## config.mk

```make
export PLATFORM = sky130hd
export DESIGN_NAME = call_return_ctrl
export DESIGN_NICKNAME = d
export VERILOG_FILES = /design/src/rtl/call_return_pkg.sv /design/src/rtl/call_return_ctrl.sv
export SDC_FILE = /design/constraint.sdc
export NUM_CORES = 1
export LEC_CHECK = 0
export ABC_CLOCK_PERIOD_IN_PS = 1800
export BUFFER_PORTS_ARGS = -buffer_cell sky130_fd_sc_hd__buf_2
export CAP_MARGIN = 15
export CORE_ASPECT_RATIO = 0.9
export CORE_MARGIN = 1
export CORE_UTILIZATION = 43
export DETAILED_ROUTE_END_ITERATION = 8
export PLACE_DENSITY = 0.86
export SLEW_MARGIN = 20
export SYNTH_ARGS = -nofsm -noshare
export SYNTH_HDL_FRONTEND = slang
export SYNTH_SLANG_ARGS = --single-unit
```

## constraint.sdc

```tcl
create_clock -name Clk -period 1.8 [get_ports Clk]
set_input_delay 0.36 -clock Clk [delete_from_list [all_inputs] [get_ports Clk]]
set_output_delay 0.36 -clock Clk [all_outputs]
set_load 0.05 [all_outputs]
```

## src/rtl/call_return_pkg.sv

```systemverilog
// Shared types for the call/return sequencer: FSM states, fault codes and default sizes.
package call_return_pkg;

  localparam int DEF_AW    = 12;
  localparam int DEF_DEPTH = 8;

  typedef enum logic [2:0] {
    IDLE,
    PUSH_SETUP,
    PUSH_PULSE,
    POP_PULSE,
    POP_HOLD,
    LOAD,
    FAULT
  } state_t;

  typedef enum logic [1:0] {
    FLT_NONE  = 2'b00,
    FLT_OVF   = 2'b01,
    FLT_UNF   = 2'b10,
    FLT_PROTO = 2'b11
  } fault_t;

endpackage

```

## src/rtl/call_return_ctrl.sv

```systemverilog
// Drives push/pop handshakes to the return-address stack and redirects fetch; request to PCLoad is 3 cycles.
// No queuing: requests seen while Busy are dropped, and the requester holds Call/Ret until PCLoad.
module call_return_ctrl
  import call_return_pkg::*;
#(
  parameter int AW    = DEF_AW,
  parameter int DEPTH = DEF_DEPTH
) (
  input  logic                   Clk,
  input  logic                   Reset,
  input  logic                   Call,
  input  logic                   Ret,
  input  logic [AW-1:0]          PC,
  input  logic [AW-1:0]          Target,
  output logic [AW-1:0]          StkDataOut,
  input  logic [AW-1:0]          StkDataIn,
  output logic                   StkPush,
  output logic                   StkPop,
  output logic                   StkReset,
  input  logic                   StkErr,
  output logic [AW-1:0]          NextPC,
  output logic                   PCLoad,
  output logic                   Busy,
  output logic [$clog2(DEPTH):0] Depth,
  output logic                   Fault,
  output logic [1:0]             FaultCode
);

  localparam int DW = $clog2(DEPTH) + 1;

  state_t        state_q, state_d;
  fault_t        flt_q, flt_d;
  logic          accept_call;
  logic          push_q, pop_q, pcload_q;
  logic [DW-1:0] depth_q;
  logic [AW-1:0] dout_q, nextpc_q;

  always_comb begin
    state_d     = state_q;
    flt_d       = flt_q;
    accept_call = 1'b0;
    case (state_q)
      IDLE: begin
        if (Call && Ret) begin
          state_d = FAULT;
          flt_d   = FLT_PROTO;
        end else if (Call) begin
          if (depth_q == DW'(DEPTH)) begin
            state_d = FAULT;
            flt_d   = FLT_OVF;
          end else begin
            state_d     = PUSH_SETUP;
            accept_call = 1'b1;
          end
        end else if (Ret) begin
          if (depth_q == '0) begin
            state_d = FAULT;
            flt_d   = FLT_UNF;
          end else begin
            state_d = POP_PULSE;
          end
        end
      end
      PUSH_SETUP: state_d = PUSH_PULSE;
      PUSH_PULSE: state_d = LOAD;
      POP_PULSE:  state_d = POP_HOLD;
      POP_HOLD:   state_d = LOAD;
      LOAD: begin
        // A stack error during the load still lets the redirect and depth update land.
        if (StkErr) begin
          state_d = FAULT;
          flt_d   = FLT_PROTO;
        end else begin
          state_d = IDLE;
        end
      end
      FAULT:   state_d = FAULT;
      default: state_d = IDLE;
    endcase
  end

  always_ff @(posedge Clk) begin
    if (Reset) begin
      state_q  <= IDLE;
      flt_q    <= FLT_NONE;
      push_q   <= 1'b0;
      pop_q    <= 1'b0;
      pcload_q <= 1'b0;
      depth_q  <= '0;
      dout_q   <= '0;
      nextpc_q <= '0;
    end else begin
      state_q  <= state_d;
      flt_q    <= flt_d;
      // Strobes are decoded from the next state so they come straight off flops.
      push_q   <= (state_d == PUSH_PULSE);
      pop_q    <= (state_d == POP_PULSE) || (state_d == POP_HOLD);
      pcload_q <= (state_d == LOAD);
      if (accept_call) begin
        dout_q   <= PC + AW'(1);
        nextpc_q <= Target;
      end
      if (state_q == POP_HOLD) begin
        nextpc_q <= StkDataIn;
      end
      // Depth moves on entry to LOAD so it is already current while PCLoad is high.
      if (state_q == PUSH_PULSE) begin
        depth_q <= depth_q + DW'(1);
      end else if (state_q == POP_HOLD) begin
        depth_q <= depth_q - DW'(1);
      end
    end
  end

  assign StkDataOut = dout_q;
  assign StkPush    = push_q;
  assign StkPop     = pop_q;
  assign StkReset   = Reset;
  assign NextPC     = nextpc_q;
  assign PCLoad     = pcload_q;
  assign Busy       = (state_q != IDLE);
  assign Depth      = depth_q;
  assign Fault      = (state_q == FAULT);
  assign FaultCode  = flt_q;

endmodule

```

==> reports/metrics.cfg <==
[finish]
drive_above_1_share=0.396
antennaDiodeCount=0
final_common_cell=buf_2
nets=319
fill_cells=357
fin_cells=321
area_delta_synth_final_pct=30.2
final_cell_mix=76 x buf_2, 34 x dfxtp_1, 26 x nor2_1

[routing]
vias=1639
antenna_left=0
routed_wl_um=3950
drt-initial-drc-count=38
vias_per_cell=5.11
firstDrtPassIters=4
wl_per_cell_um=12.3
drc=0

[setup_path]
reg2reg_depth=5
rrSetupSlack_ns=0.11
crit_required_ns=1.44
path_max_fanout=10
r2r_start=state_q[0]
cp-start-kind=flip-flop
end_kind=output pin
critPathArrivalTime_ns=1.34
critPathKind=reg -> out
reg2reg_to=StkPop

[placement]
dp_cells=313
place_ws_ns=0.0815
dp_hpwl_um=3040
place_congestion=0.859
io_buffers=76

[timing]
setup_tns_ns=0
setup_viol=0
slew_violations=0
period_share=0.945
slew_headroom=0.703
rsz0062_at_grt=no
tightest_slew_ns=0.445
skew_ns=0.00680
worst_slack_ns=0.0984
post-route-min-period_ns=1.70
hold_violations=0
max_freq_mhz=588

[global_route]
overflow=0
grt_util_all_layers=0.193
grt_pass1_vias=1594
grt_max_degree=31
antenna_found_initial=0
grt_pass1_wl_um=6860

[die]
io_pins=77
die_x_um=70.2
core_area_mm2=0.00386
start_util=0.466
rows=21
dieArea_mm2=0.00445
fp.dieH_um=63.4

[min_path]
hold_depth=2
min_path_type=in -> reg
hold_start=PC[0]
hold_end=StkDataOut[0]

[synth]
synth-compound-area-share=0.228
synth_top_family_by_area=compound AO/OA/AOI/OAI gates
synthCells=197
synth_seq_cells=36
ys_warn_count=0
yosys.area_share.xor_xnor=0.0633
synth_area_mm2=0.00180
synthSimpleGateAreaFrac=0.186
ys.flop_type=dfxtp_1
async_reset_ff_frac=0
postSynthAreaPerCell_um2=9.13
synth_edf_count=0
syn_nets=242
synth_fa_ha_area_frac=0.0320
ys_seq_area_frac=0.401
synthMuxAreaShare=0.0223
ys_types=45

[power]
power_density_mw_per_mm2=1760
p_leak_uw=0.00105
ir_drop_mv=0.690

[job]
cap_violations=0

[clock_tree]
clockRootBuffer=clkbuf_8
postCtsSetupBuffers=0
clock_sinks=36
cts_max_path_buffers=2
htreeDepth=2
cts_buffers=5
hold_buffers=0
clkSlewWorstSetupHoldPaths_ns=0.07
insertion_delay_ns=0.28
cts_tree=done

[status]
outcome=finished, final reports clean

==> how the worst max path moves through the flow <==
stage                     from        to  slack (ns)
floorplan           state_q[0]  Depth[3]        0.02
global placement    state_q[0]    StkPop        0.11
detailed placement  state_q[0]    StkPop        0.08
CTS                 state_q[0]    StkPop        0.07
global route        state_q[2]  Depth[3]      0.0007
finish              state_q[1]      Busy         0.1
==> layout make-up <==
cell class                 instances  area (µm²)  area share
multi-input combinational        142         970       0.414
sequential                        36         723       0.309
timing repair buffer              84         465       0.199
clock buffer                       6        72.6      0.0310
tap                               46        57.6      0.0246
clock inverter                     2        35.0      0.0150
inverter                           5        18.8     0.00801
==> sequential cells by signal, summed over array words and instances, names as in the netlist <==
register,count
PCLoad,1
StkPop,1
Depth,4
StkPush,1
NextPC,12
state_q,3
FaultCode,2
StkDataOut,12
==> report_power, final <==
group	switching, µW	leakage (µW)	total (µW)	internal, µW
sequential	141	0.000296	1170	1020
clock	277	0.0000552	688	411
combinational	1520	0.000697	2270	752
==> cells by family (layout without fill, tap and decap cells) <==
family | count (synthesis) | count (layout)
compound gates | 54 | 54
fa+ha+maj | 4 | 4
flops | 36 | 36
mux | 4 | 4
simple gates | 67 | 67
xor+xnor | 13 | 13
buf+inv | 19 | 97
==> worst max-delay path: stages (launching register included) <==
cell,delay [ns]
dfxtp_1,0.32
buf_4,0.17
nor3_1,0.30
inv_1,0.07
buf_2,0.21
==> what timing repair did <==
item | 4_1_cts | 5_1_grt
hold endpoints to repair | 0 | 0
gates resized for setup | 0 | 3
setup endpoints to repair | 0 | 2
==> routing by layer <==
metal / GRT usage / vias to the layer above / wire, µm
met5: 0 / - / 0
met1: 0.226 / 733 / 1790
li1: - / 848 / -
met2: 0.338 / 52 / 1940
met4: 0.0675 / 0 / 38
met3: 0.0528 / 6 / 180
==> Yosys cell counts (2+ instances only) <==
master,instances,area [µm²]
mux2i_1,4,40.0
nand2b_1,3,18.8
buf_4,2,15.0
nor2_1,26,97.6
xor2_1,6,52.6
ha_1,3,37.5
nand3_1,3,15.0
nand2_1,19,71.3
buf_2,2,10.0
a22oi_1,6,45.0
nor3_1,2,10.0
a211oi_1,13,97.6
a22oi_2,6,75.1
dfxtp_1,36,721
clkbuf_1,4,15.0
a21oi_1,16,80.1
buf_6,4,45.0
and3_1,4,25.0
o21ai_0,2,10.0
xnor2_1,7,61.3
inv_1,5,18.8
==> stage by stage <==
| step | utilization | hold slack, ns | total power [µW] | cell area [µm²] |
|---|---|---|---|---|
| 2_1_floorplan | - | 0.452 | 2920 | 1800 |
| 3_3_place_gp | 0.575 | 0.439 | 3360 | 2220 |
| 3_5_place_dp | 0.575 | 0.446 | 3420 | 2220 |
| 4_1_cts | 0.603 | 0.277 | 4120 | 2330 |
| 5_1_grt | 0.606 | 0.283 | 4410 | 2340 |
| 6_report | 0.606 | 0.289 | 4130 | 2340 |
Power figures use the tool's default switching activity.
